## src/rtl/rect_plotter.sv

```systemverilog
// rect_plotter: filled-rectangle pixel writer for a 160x120 frame-buffer plot port.
// Takes one request at a time over valid/ready and emits one pixel per cycle in
// raster order. Pixels that land off-screen are issued with plot low, so a request
// always takes w*h scan cycles.
module rect_plotter #(
  parameter int unsigned SCREEN_W = 160,
  parameter int unsigned SCREEN_H = 120
) (
  input  logic       clk,
  input  logic       reset,
  input  logic       req_valid,
  output logic       req_ready,
  input  logic [8:0] req_x,
  input  logic [7:0] req_y,
  input  logic [7:0] req_w,
  input  logic [7:0] req_h,
  input  logic [2:0] req_colour,
  input  logic       hold,
  output logic [8:0] x,
  output logic [7:0] y,
  output logic [2:0] colour,
  output logic       plot,
  output logic       busy,
  output logic       done
);

  localparam logic [9:0] LP_W = 10'(SCREEN_W);
  localparam logic [8:0] LP_H = 9'(SCREEN_H);

  typedef enum logic [1:0] {
    S_IDLE = 2'd0,
    S_DRAW = 2'd1,
    S_DONE = 2'd2
  } state_t;

  state_t     r_state;

  // latched request
  logic [8:0] r_x0;
  logic [7:0] r_y0;
  logic [7:0] r_w;
  logic [7:0] r_h;

  // position of the pixel most recently issued
  logic [7:0] r_c;
  logic [7:0] r_r;

  // registered outputs
  logic [8:0] r_x;
  logic [7:0] r_y;
  logic [2:0] r_colour;
  logic       r_plot;
  logic       r_busy;
  logic       r_done;
  logic       r_ready;

  // next-pixel datapath
  logic       w_c_wrap;
  logic       w_last;
  logic [7:0] w_c_nxt;
  logic [7:0] w_r_nxt;
  logic [8:0] w_base_x;
  logic [7:0] w_base_y;
  logic [7:0] w_off_c;
  logic [7:0] w_off_r;
  logic [9:0] w_px;
  logic [8:0] w_py;
  logic       w_on;

  // The first pixel is issued on the accept edge itself (straight from the request
  // inputs) so it appears on the cycle after acceptance; later pixels use the
  // latched origin plus the advanced counters.
  always_comb begin
    w_c_wrap = (r_c == r_w - 8'd1);
    w_last   = w_c_wrap && (r_r == r_h - 8'd1);
    w_c_nxt  = w_c_wrap ? '0 : r_c + 8'd1;
    w_r_nxt  = w_c_wrap ? r_r + 8'd1 : r_r;
    if (r_state == S_IDLE) begin
      w_base_x = req_x;
      w_base_y = req_y;
      w_off_c  = '0;
      w_off_r  = '0;
    end else begin
      w_base_x = r_x0;
      w_base_y = r_y0;
      w_off_c  = w_c_nxt;
      w_off_r  = w_r_nxt;
    end
    w_px = {1'b0, w_base_x} + {2'b00, w_off_c};
    w_py = {1'b0, w_base_y} + {1'b0, w_off_r};
    w_on = (w_px < LP_W) && (w_py < LP_H);
  end

  // Control FSM with registered outputs; completion is detected by comparing the
  // counters against w-1/h-1 so they never wrap.
  always_ff @(posedge clk) begin
    if (reset) begin
      r_state  <= S_IDLE;
      r_x0     <= '0;
      r_y0     <= '0;
      r_w      <= '0;
      r_h      <= '0;
      r_c      <= '0;
      r_r      <= '0;
      r_x      <= '0;
      r_y      <= '0;
      r_colour <= '0;
      r_plot   <= 1'b0;
      r_busy   <= 1'b0;
      r_done   <= 1'b0;
      r_ready  <= 1'b1;
    end else begin
      case (r_state)
        S_IDLE: begin
          if (req_valid && r_ready) begin
            r_x0     <= req_x;
            r_y0     <= req_y;
            r_w      <= req_w;
            r_h      <= req_h;
            r_c      <= '0;
            r_r      <= '0;
            r_colour <= req_colour;
            r_x      <= w_px[8:0];
            r_y      <= w_py[7:0];
            r_busy   <= 1'b1;
            r_ready  <= 1'b0;
            if (req_w == 8'd0 || req_h == 8'd0) begin
              r_state <= S_DONE;
              r_done  <= 1'b1;
              r_plot  <= 1'b0;
            end else begin
              r_state <= S_DRAW;
              r_plot  <= w_on;
            end
          end
        end
        S_DRAW: begin
          if (hold) begin
            r_plot <= 1'b0;
          end else if (w_last) begin
            r_plot  <= 1'b0;
            r_done  <= 1'b1;
            r_state <= S_DONE;
          end else begin
            r_c    <= w_c_nxt;
            r_r    <= w_r_nxt;
            r_x    <= w_px[8:0];
            r_y    <= w_py[7:0];
            r_plot <= w_on;
          end
        end
        S_DONE: begin
          r_done  <= 1'b0;
          r_busy  <= 1'b0;
          r_ready <= 1'b1;
          r_state <= S_IDLE;
        end
        default: begin
          r_state <= S_IDLE;
        end
      endcase
    end
  end

  assign req_ready = r_ready;
  assign x         = r_x;
  assign y         = r_y;
  assign colour    = r_colour;
  assign plot      = r_plot;
  assign busy      = r_busy;
  assign done      = r_done;

endmodule
```

## config.mk

```make
export PLATFORM = sky130hd
export DESIGN_NAME = rect_plotter
export DESIGN_NICKNAME = d
export VERILOG_FILES = /design/src/rtl/rect_plotter.sv
export SDC_FILE = /design/constraint.sdc
export NUM_CORES = 1
export LEC_CHECK = 0
export BUFFER_PORTS_ARGS = -buffer_cell sky130_fd_sc_hd__buf_2
export CORE_MARGIN = 3
export CORE_UTILIZATION = 50
export DETAILED_ROUTE_END_ITERATION = 8
export PLACE_DENSITY = 0.74
export SLEW_MARGIN = 40
export SYNTH_ARGS = -nofsm -noshare
export SYNTH_HDL_FRONTEND = slang
export SYNTH_SLANG_ARGS = --single-unit
```

## constraint.sdc

```tcl
create_clock -name clk -period 4.93 [get_ports clk]
set_clock_uncertainty 0.15 [all_clocks]
set_input_delay 0 -clock clk [delete_from_list [all_inputs] [get_ports clk]]
set_output_delay 0 -clock clk [all_outputs]
set_load 0.01 [all_outputs]
```

Word level (Yosys, flattened, before mapping)
Index checks and enable logic that the tools add are counted.
W data, S select, Z words.

cells by class
  $add $sub $neg = 6
  magnitude comparators = 2
  equal/unequal tests = 9
  muxes and demuxes = 40
  reductions and logical operators = 16

operator list
  kind                   number
  $mux W8                13
  $pmux W8 S2            3
  $mux W9                4
  $pmux W9 S2            1
  $add A8 B1 Y8 const B  2
  $eq A8 B8 Y1           2
  $logic_not A8 Y1       2
  $sub A8 B1 Y8 const B  2
  $add A9 B8 Y10         1
  $lt A10 B8 Y1 const B  1
  $mux W1                10
  $add A8 B8 Y9          1
  $lt A9 B7 Y1 const B   1
  $mux W2                4
  $ne A2 B2 Y1 const B   3
  $pmux W1 S2            3
  $reduce_and A2 Y1      3
  $reduce_and A5 Y1      1
  $ne A2 B1 Y1 const B   2
  $pmux W2 S2            1
  $reduce_and A4 Y1      1
  $reduce_bool A2 Y1     2
  $logic_and A1 B1 Y1    3
  $pmux W1 S3            1
  other kinds (6)        6

storage, ports and cells
  flip-flop bits (word level) = 75
  bits of input ports = 40
  output and inout bits = 24
  logic and storage cells = 87

Depth between registers and ports, before layout
  depth in word-level cells = 10
  depth in mapped cells = 21
  gate-level depth less buffers = 19

Worst setup path before layout
No wires, ideal clock.

  kind = reg-to-reg
  start = reg r_w[0]
  end = reg r_plot (netlist: plot)
  setup time = 0.091 ns
  arrival time = 4.416 ns
  data required time = 4.689 ns
  setup slack = 0.273 ns
  stages on the path, launching flop included = 22
  path buffers = 2
  path through = dfxtp_1 -> inv_1 -> ha_1 -> clkbuf_1 -> xor2_1 -> xnor2_1 -> a32oi_1 -> a2111o_1 -> a21o_1 -> buf_6 -> o21ai_1 -> nor2_1 -> ha_1 -> fa_1 -> a211oi_1 -> o21ai_0 -> mux2_2 -> o31ai_1 -> a211oi_1 -> nor4_1 -> nand3_1 -> a311oi_1

between the ends
  longest elaborated chain between the ends = 10
  elaborated cells between the ends (all ways) = 17
  those cells by class = 3 x add/sub; 2 x order compare; 1 x eq/ne; 9 x mux; 2 x reduce/logical

ends and longest elaborated chain
  what                                                    line      text
  start: declaration                                      41        logic [7:0] r_w;
  start signal: assignment                                118       r_w <= req_w;
  $sub A8 B1 Y8 *                                         74        w_c_wrap = (r_c == r_w - 8'd1);
  $eq A8 B8 Y1 *                                          74
  $mux W8, on equally long branches                       76, 77
  $mux W8                                                 78        if (r_state == S_IDLE) begin
  $add A9 B8 Y10 / $add A8 B8 Y9 (equally long branches)  89, 90
  $lt A10 B8 Y1 / $lt A9 B7 Y1 (equally long branches)    91        w_on = (w_px < LP_W) && (w_py < LP_H);
  $logic_and A1 B1 Y1                                     91
  $mux W1, on equally long branches                       140, 127
  $mux W1, on equally long branches                       138, 115
  $pmux W1 S2 *                                           113       case (r_state)
  end signal: assignment                                  133       r_plot <= w_on;
  end signal: assignment                                  149       r_plot <= w_on;
  end: declaration                                        52        logic r_plot;

Mark *: on every way between the ends. The rest lies on a longest branch, timed or not. The select of a mux whose other input is x is not followed.
A chain may end at the register's enable or synchronous reset.

Worst setup path after layout
Same ends and word-level chain as after synthesis.

==> impl_results.md <==
* Vias in the first global route at 4467
* Worst Setup SP: r_w[0]$_SDFFE_PP0P_
* Initial antenna violation count at 0
* Status: complete, no violations
* Std-Cell Rows at 34
* Placeable Area at 8980 um^2
* CTS Buf Count at 9
* Vias per inst at around 5.8
* Number of flops mapped to enable cells by yosys at 0
* Fin crit period at roughly 4.6 ns
* Arr. time, crit path at 4.69 ns
* Largest net degree at the start of global routing at 70
* Slew headroom at 46.7%
* CP Capture Type: register
* Worst hold path class: in -> reg
* Post-Syn Area at 4740 um^2
* CP Launch Type: register
* Die ar. at around 11000 um^2
* Power density over the cells at 265 nW/um^2
* RSZ-0062 raised after global routing: false
* CTS sink cnt at 75
* Yosys reg bits at 75
* Max Buffers Root-to-Sink at 2
* GRT overflow at 0
* Netlist cell types at 60
* IO buf count at 63
* Routability congestion estimate at 0.882
* Fin. max-slew vios at 0
* CP max FO at 13
* Pleak at 2.27 nW
* CTS Root Cell: clkbuf_8
* Final Setup Violations at 0
* Ports at 64
* Top FF cell, synth: dfxtp_1
* Hold_sp: req_x[2]
* Maxcap violations at 0
* # diodes at 0
* H-tree depth at 3
* Die W at 103 um
* Sequential area share after synthesis at 31.7%
* Worst-path clk slew at 0.08 ns
* DR WL/cell at 15.9 um
* DRC at 0
* Via count at 4684
* Routed WL at 12900 um
* Final ANT Viol Nets at 0
* Worst-Margin Slew at 0.799 ns
* Global-route wire length before repair at 21100 um
* Syn. warnings at 0
* Share of layout cells above drive strength 1 at 17.6%
* Tcrit/Tclk final at 92.8%
* Worst flop-to-flop path startpoint: r_w[0]$_SDFFE_PP0P_
* Critical path required time at 5.05 ns
* Gr usage total at 25.1%
* Setup tns final at 0 ns
* Mapped Nets at 662
* Starting Density at 52.8%
* Register-to-Register Setup Slack at 0.35 ns
* Share of synthesized flip-flops with an asynchronous set or reset at 0%
* Setup CP Type: reg -> reg
* CTS tree: yes
* Clk_lat worst skew at 0.36 ns
* Hpwl dp at 8790 um
* Mean Syn Cell Area at a little under 8 um^2
* FMAX at 0.218 GHz
* Final nets at 743
* Synth Instances at 600
* Final count of hold timing violations at 0
* First drt pass iteration count at 7
* Maximum vdd ir drop at 0.149 mV
* Drt initial violations at 289
* Layout area overhead at 21.1%
* Final hold slack at 0.279 ns
* Die Span Y at about 100 um
* Filler cell count at approximately 760
path summary, 6_finish.rpt:
kind / to / cells after the start
setup reg to reg: plot$_SDFFE_PP0P_ / 20
hold reg to reg: colour[0]$_SDFFE_PP0P_ / 2
setup / recovery: plot$_SDFFE_PP0P_ / 20
hold / removal: r_x0[2]$_SDFFE_PP0P_ / 4
per-stage QoR:
stage | cell area (um^2) | cells | setup slack (ns) | util [%] | total power [mW]
CTS | 5690 | 811 | 0.140 | 63.4 | 1.52
finish | 5740 | 812 | 0.353 | 63.9 | 1.52
detailed placement | 5090 | 756 | 0.192 | 56.7 | 0.974
global route | 5740 | 812 | 0.00563 | 63.9 | 1.59
global placement | 5090 | 756 | 0.391 | 56.7 | 0.966
floorplan | 4740 | 600 | 0.273 | - | 0.884
report_power, final:
part	total, mW	switching [mW]	internal (mW)	leakage, nW
clock	0.529	0.243	0.286	0.103
sequential	0.667	0.0274	0.640	0.613
combinational	0.324	0.181	0.143	1.55
cells in the mapped netlist, types with 6 or more instances:
cell,n,area share [%]
nand4b_1,6,1.1
inv_1,13,1.0
nor3_1,18,1.9
xor2_1,16,3.0
and3_1,9,1.2
ha_1,20,5.3
nor2_1,39,3.1
a211oi_1,9,1.4
clkbuf_1,30,2.4
o21ai_1,9,0.95
xnor2_1,29,5.4
or3_1,9,1.2
nand3_1,30,3.2
mux2_2,17,4.0
dfxtp_1,75,32
nand2_1,98,7.8
a21oi_1,65,6.9
a31oi_1,8,1.1
o21ai_0,11,1.2
layout make-up:
class | instances | area [um^2] | share of cell area (%)
Multi-Input combinational cell | 471 | 3040 | 52.9
Sequential cell | 75 | 1500 | 26.2
Timing Repair Buffer | 111 | 773 | 13.5
Tap cell | 126 | 158 | 2.75
Clock buffer | 10 | 128 | 2.23
Clock inverter | 6 | 88.8 | 1.55
Inverter | 13 | 48.8 | 0.851
state kept, by name, indices dropped and copies added (netlist names):
register and cells:
r_w 8, r_state 2, r_y0 8, colour 3, y 8, plot 1
r_r 8, done 1, r_h 8, busy 1, req_ready 1, r_x0 9
r_c 8, x 9
cells by family after synthesis:
group | share of synthesized area (%)
buf+inv | 5.10
fa+ha+maj | 6.13
compound gates | 19.0
mux | 4.68
simple gates | 25.0
flops | 31.7
xor+xnor | 8.32
placed cells by master, fill, tap and decap left out, types with 6 or more instances in the layout:
cell type      netlist  final
buf_2                4     63
dfxtp_1             75     74
nand2_1             98     98
mux2_2              17     17
inv_1               13     13
ha_1                20     20
nand3_1             30     29
dlygate4sd3_1        0     39
nand4b_1             6      6
clkbuf_8             0      9
xnor2_1             29     29
nor2_1              39     39
buf_4                1      9
a211oi_1             9      7
o21ai_1              9      9
a31oi_1              8      8
a21oi_1             65     64
nor3_1              18     17
or3_1                9      9
xor2_1              16     16
o21ai_0             11     11
and3_1               9      9
worst max-delay path: stages (launching register included):
cell and delay, ns:
dfxtp_2 0.35, inv_1 0.05, ha_1 0.30, xor2_1 0.24
xnor2_1 0.15, a32oi_1 0.08, a2111o_1 0.45, a21oi_4 0.20
buf_4 0.22, nand4_1 0.19, xor2_1 0.19, nor2_1 0.06
ha_1 0.35, nand3_1 0.10, o211a_1 0.27, nor4_1 0.27
a21o_1 0.11, o21bai_1 0.07, nor4_2 0.33, nand3_1 0.11
a311oi_1 0.27
repair_timing:
item	in CTS	in global routing
gates resized for setup	0	6
buffers inserted	0	1
hold endpoints to repair	43	0
setup endpoints to repair	0	1
hold buffers	39	0
metal layers:
layer  vias up  wire length (um)  GRT usage, %
met5         -                 0             0
met2       177              6320          43.4
met4         0               329          10.2
met1      2183              5540          30.9
met3        34               697          4.23
li1       2290                 -             -
No activity file was read; power rests on OpenSTA's default activity.
